### config.mk
export PLATFORM = sky130hd
export DESIGN_NAME = int_to_flp
export DESIGN_NICKNAME = d
export VERILOG_FILES = /design/src/rtl/flp_pkg.sv /design/src/rtl/flp_round.sv /design/src/rtl/int_to_flp.sv
export SDC_FILE = /design/constraint.sdc
export NUM_CORES = 1
export LEC_CHECK = 0
export BUFFER_PORTS_ARGS = -buffer_cell sky130_fd_sc_hd__buf_2
export CAP_MARGIN = 30
export CORE_MARGIN = 8
export CORE_UTILIZATION = 58
export CTS_CLUSTER_DIAMETER = 60
export DETAILED_ROUTE_END_ITERATION = 12
export MAX_ROUTING_LAYER = met4
export PLACE_DENSITY = 0.84
export SYNTH_ARGS = -nofsm -noshare
export SYNTH_HDL_FRONTEND = slang
export SYNTH_HIERARCHICAL = 1
export SYNTH_SLANG_ARGS = --single-unit
### constraint.sdc
create_clock -name clk -period 2.9 [get_ports clk]
set_input_delay 0.87 -clock clk [delete_from_list [all_inputs] [get_ports clk]]
set_output_delay 0.87 -clock clk [all_outputs]
set_load 0.02 [all_outputs]
### src/rtl/flp_pkg.sv
// Shared constants and FSM state type for the integer to IEEE-754 single converter.
package flp_pkg;

  localparam int EXP_BIAS = 127;
  localparam int EXP_W    = 8;
  localparam int FRAC_W   = 23;
  localparam int INT_W    = 32;

  // Exponent of a value whose leading one sits at bit INT_W-1.
  localparam logic [EXP_W-1:0] EXP_INIT = EXP_W'(EXP_BIAS + INT_W - 1);

  typedef enum logic [1:0] {
    IDLE  = 2'd0,
    NORM  = 2'd1,
    ROUND = 2'd2,
    DONE  = 2'd3
  } flp_state_e;

endpackage

### src/rtl/flp_round.sv
// Round-to-nearest-even of a normalised 32-bit magnitude (mag_i[31] = 1) down to a 23-bit fraction.
module flp_round
  import flp_pkg::*;
(
  input  logic [INT_W-1:0]  mag_i,
  input  logic [EXP_W-1:0]  exp_i,
  output logic [EXP_W-1:0]  exp_out_o,
  output logic [FRAC_W-1:0] frac_o
);

  logic [FRAC_W:0]   kept;
  logic              lsb;
  logic              guard;
  logic              sticky;
  logic              round_up;
  logic [FRAC_W+1:0] sum;
  logic              carry;

  always_comb begin
    kept     = mag_i[INT_W-1 -: FRAC_W+1];
    lsb      = mag_i[8];
    guard    = mag_i[7];
    sticky   = |mag_i[6:0];
    round_up = guard & (sticky | lsb);
    sum      = {1'b0, kept} + {{(FRAC_W+1){1'b0}}, round_up};
    carry    = sum[FRAC_W+1];
    // On carry the sum is exactly 2^24, so sum[23:1] is the all-zero fraction.
    frac_o    = carry ? sum[FRAC_W:1] : sum[FRAC_W-1:0];
    exp_out_o = exp_i + {{(EXP_W-1){1'b0}}, carry};
  end

endmodule

### src/rtl/int_to_flp.sv
// Multi-cycle integer to IEEE-754 single converter: shift-normalise one bit per cycle, then round.
// Handshake: a transfer happens on a rising edge where valid & ready are both high; valid-side data is ignored otherwise.
module int_to_flp
  import flp_pkg::*;
#(
  parameter bit SIGNED_IN = 1'b1
) (
  input  logic             clk,
  input  logic             rst_n,
  input  logic             in_valid,
  output logic             in_ready,
  input  logic [INT_W-1:0] din,
  output logic             out_valid,
  input  logic             out_ready,
  output logic [INT_W-1:0] dout
);

  flp_state_e        state_q, state_d;
  logic [INT_W-1:0]  mag_q, mag_d;
  logic [EXP_W-1:0]  exp_q, exp_d;
  logic              sign_q, sign_d;
  logic [INT_W-1:0]  dout_q, dout_d;
  logic [EXP_W-1:0]  rnd_exp;
  logic [FRAC_W-1:0] rnd_frac;
  logic              din_neg;

  flp_round u_round (
    .mag_i     (mag_q),
    .exp_i     (exp_q),
    .exp_out_o (rnd_exp),
    .frac_o    (rnd_frac)
  );

  assign din_neg = SIGNED_IN & din[INT_W-1];

  always_comb begin
    state_d = state_q;
    mag_d   = mag_q;
    exp_d   = exp_q;
    sign_d  = sign_q;
    dout_d  = dout_q;
    case (state_q)
      IDLE: begin
        if (in_valid) begin
          sign_d = din_neg;
          // Negating 0x80000000 wraps to itself, which is the correct magnitude.
          mag_d  = din_neg ? (~din + 1'b1) : din;
          exp_d  = EXP_INIT;
          if (din == '0) begin
            dout_d  = '0;
            state_d = DONE;
          end else begin
            state_d = NORM;
          end
        end
      end
      NORM: begin
        if (mag_q[INT_W-1]) begin
          state_d = ROUND;
        end else begin
          mag_d = {mag_q[INT_W-2:0], 1'b0};
          exp_d = exp_q - 1'b1;
        end
      end
      ROUND: begin
        dout_d  = {sign_q, rnd_exp, rnd_frac};
        state_d = DONE;
      end
      DONE: begin
        if (out_ready) state_d = IDLE;
      end
      default: state_d = IDLE;
    endcase
  end

  always_ff @(posedge clk or negedge rst_n) begin
    if (!rst_n) begin
      state_q <= IDLE;
      mag_q   <= '0;
      exp_q   <= '0;
      sign_q  <= 1'b0;
      dout_q  <= '0;
    end else begin
      state_q <= state_d;
      mag_q   <= mag_d;
      exp_q   <= exp_d;
      sign_q  <= sign_d;
      dout_q  <= dout_d;
    end
  end

  assign in_ready  = rst_n & (state_q == IDLE);
  assign out_valid = (state_q == DONE);
  assign dout      = dout_q;

endmodule

==> results.txt <==
ANT nets after route - 0
sequential area share after synthesis - 39.1%
setup violators final - 0
final instance area - 0.00551 mm2
Hold Fails Final Rpt - 0
Crit Path Class - reg -> reg
synthesized area - 0.00480 mm2
Post-DP HPWL - 9.30 mm
Critical Path RT - 3.15 ns
gr ovfl total - 0
Slew @ Worst Pin - 0.912 ns
worst-case clock buffer depth - 2
Worst Skew - 0.0130 ns
largest net degree at the start of global routing - 76
ys flop type - dfrtp_1
CTS Buf Count - 9
port bufs - 69
ys async rst share - 100%
vias in the first global route - 4179
RSZ-0062 raised after global routing - no
CTS Hold Bufs - 0
max cap viols - 0
worst path arrival time - 2.99 ns
reg2reg start - mag_q[7]
#FFs+latches synth - 75
Slew Limit Fails - 0
Reg2Reg Capture Point - dout[29]
Area growth syn-to-layout - 14.7%
Core Area - 0.00813 mm2
Root Buffer Master - clkbuf_8
GR Util All Layers - 22.6%
worst reg2reg path depth - 12
HP Class - reg -> reg
Initial Utilization - 59.1%
clock transition at the registers of the reported paths - 0.08 ns
Hold Path Depth - 2
Wirelength per Cell - 17.5 um
Worst setup EP type - register
drt total wl - 12.1 mm
CP Launch Type - register
Top Ports - 70
Die X - 107 um
CTS tree - done
outcome - finished, final reports clean
initial DRC count - 364
setup TNS - 0 ns
proportion of layout cells with a drive suffix above 1 - 23.8%
Warnings, synthesis - 6
startpoint of the lowest-slack hold path - sign_q
Max transition margin - 39.2%
Antenna diodes - 0
DRC Markers - 0
Synth Area per Inst - 9.57 um2
first-pass GRT wire length - 20.6 mm
Die Area - 0.0115 mm2
Syn Inst Count - 502
Netlist cell types - 62
GPL Wtd Cong - 0.996
period utilization - 94.2%
cts repair resizes - 0
initial antenna violation count - 0
Vias/cell - 6.14
EDFF count, synth - 0
peak supply drop - 0.000400 V
Rows - 33
Max Clk Rate - 366 MHz
r2r setup slk - 0.17 ns
Layout Nets - 628
Static Leak - 2.38 nW
syn_nets - 547
area post-placement - 0.00532 mm2
CP max FO - 6
CTS Sinks - 75
Power per Cell Area - 1020 mW/mm2
post-CTS setup buffer count - 0
via count - 4256
worst hold endpoint - sign_q
htree depth - 3
post-layout min period - 2.73 ns
Worst-Skew Late Latency - 0.36 ns
First-pass DRT Iterations - 5
Die H - 107 um
==> per-layer routing <==
| metal | routed length (um) | up-vias | track usage, % |
|---|---|---|---|
| li1 | - | 2066 | - |
| met1 | 5480 | 2005 | 29.3 |
| met2 | 5640 | 162 | 34.4 |
| met4 | 243 | 0 | 7.14 |
| met5 | 0 | - | - |
| met3 | 774 | 23 | 5.10 |
==> registers in the layout, summed over array words and instances, names as in the netlist <==
signal,cells
mag_q,32
sign_q,1
dout,32
state_q,2
exp_q,8
==> layout by cell type, fill, tap and decap left out, types with 3 or more instances in the layout <==
master,count
a21oi_1,28
nor2_1,29
buf_4,28
o31ai_1,18
and2_1,3
or4_4,3
dfrtp_1,75
o21a_1,3
clkbuf_8,11
o21ai_1,12
buf_2,69
mux2i_1,4
nor3_1,9
nor4_1,8
nor2b_1,5
and4_1,5
o41ai_2,5
a22oi_1,13
o211ai_1,3
a31oi_1,3
a41oi_1,3
nand3_1,14
nand4_1,6
o22ai_1,9
or4_1,7
a22o_1,32
xor2_1,25
inv_1,15
o21ai_0,29
clkinvlp_4,3
nand2_1,27
or3_1,9
ha_1,9
and3_1,9
xnor2_1,20
==> report_power, final <==
group / internal (mW) / total, mW / switching [mW] / leakage [nW]
sequential: 1.52 / 2.05 / 0.522 / 0.906
combinational: 1.17 / 2.78 / 1.60 / 1.39
clock: 0.359 / 0.773 / 0.414 / 0.0880
total: 3.06 / 5.60 / 2.54 / 2.38
==> kinds of logic after synthesis <==
group                    Yosys count  share of synthesized area [%]
AO/OA/AOI/OAI                    171                           25.2
XOR/XNOR                          45                           8.21
adder cells (fa/ha/maj)            9                           2.34
buffers and inverters             44                           5.65
flip-flops                        75                           39.1
multiplexers                       6                           1.30
AND/OR/NAND/NOR                  152                           18.2
==> synthesized netlist by cell type, types with 4 or more instances <==
cell type	count	area, um2
a21oi_1	28	140
a22o_1	32	280
a22oi_1	13	97.6
and3_1	9	56.3
and4_1	5	43.8
buf_6	6	67.6
clkbuf_1	16	60.1
dfrtp_1	75	1880
ha_1	9	113
inv_1	15	56.3
mux2i_1	4	40.0
nand2_1	27	101
nand3_1	14	70.1
nand4_1	6	37.5
nor2_1	29	109
nor2b_1	5	31.3
nor3_1	9	45.0
nor4_1	9	56.3
o21ai_0	29	145
o21ai_1	12	60.1
o22ai_1	9	56.3
o31ai_1	18	135
o41ai_2	5	81.3
or3_1	9	56.3
or4_1	7	52.6
xnor2_1	20	175
xor2_1	25	219
==> cell type report <==
type,count,area (um2)
inverter,15,56.3
clock inverter,5,36.3
clock buffer,11,151
tap,105,131
sequential,75,1880
fill,655,2630
timing repair buffer,99,596
multi-input combinational,383,2660
==> worst max-delay path by stage <==
stage	from	to	slack (ns)
2_1_floorplan	din[0]	dout[22]	0.05
3_3_place_gp	din[0]	mag_q[22]	-0.08
3_5_place_dp	din[0]	dout[24]	-0.16
4_1_cts	din[0]	dout[24]	0.21
5_1_grt	mag_q[7]	dout[29]	0.02
6_report	mag_q[7]	dout[29]	0.17
==> critical path, cell delays in order (launching register included) <==
cell and delay (ns):
dfrtp_1 0.44, and2_1 0.16, ha_1 0.19, and4_1 0.21
and2_0 0.28, nand3_1 0.18, inv_1 0.13, ha_1 0.20
ha_1 0.19, and3_1 0.20, nand3_1 0.10, xnor2_1 0.15
a22o_1 0.20
==> per-stage QoR <==
stage / worst slack, ns / utilization, % / instances / power (mW) / hold slack, ns
floorplan: 0.0537 / - / 502 / 4.01 / 0.449
global placement: -0.0821 / 65.4 / 677 / 4.69 / 0.463
detailed placement: -0.160 / 65.4 / 677 / 4.82 / 0.475
CTS: 0.215 / 67.7 / 693 / 5.58 / 0.494
global route: 0.0167 / 67.7 / 693 / 6.02 / 0.520
finish: 0.167 / 67.7 / 693 / 5.60 / 0.489
Power figures use the tool's default switching activity.
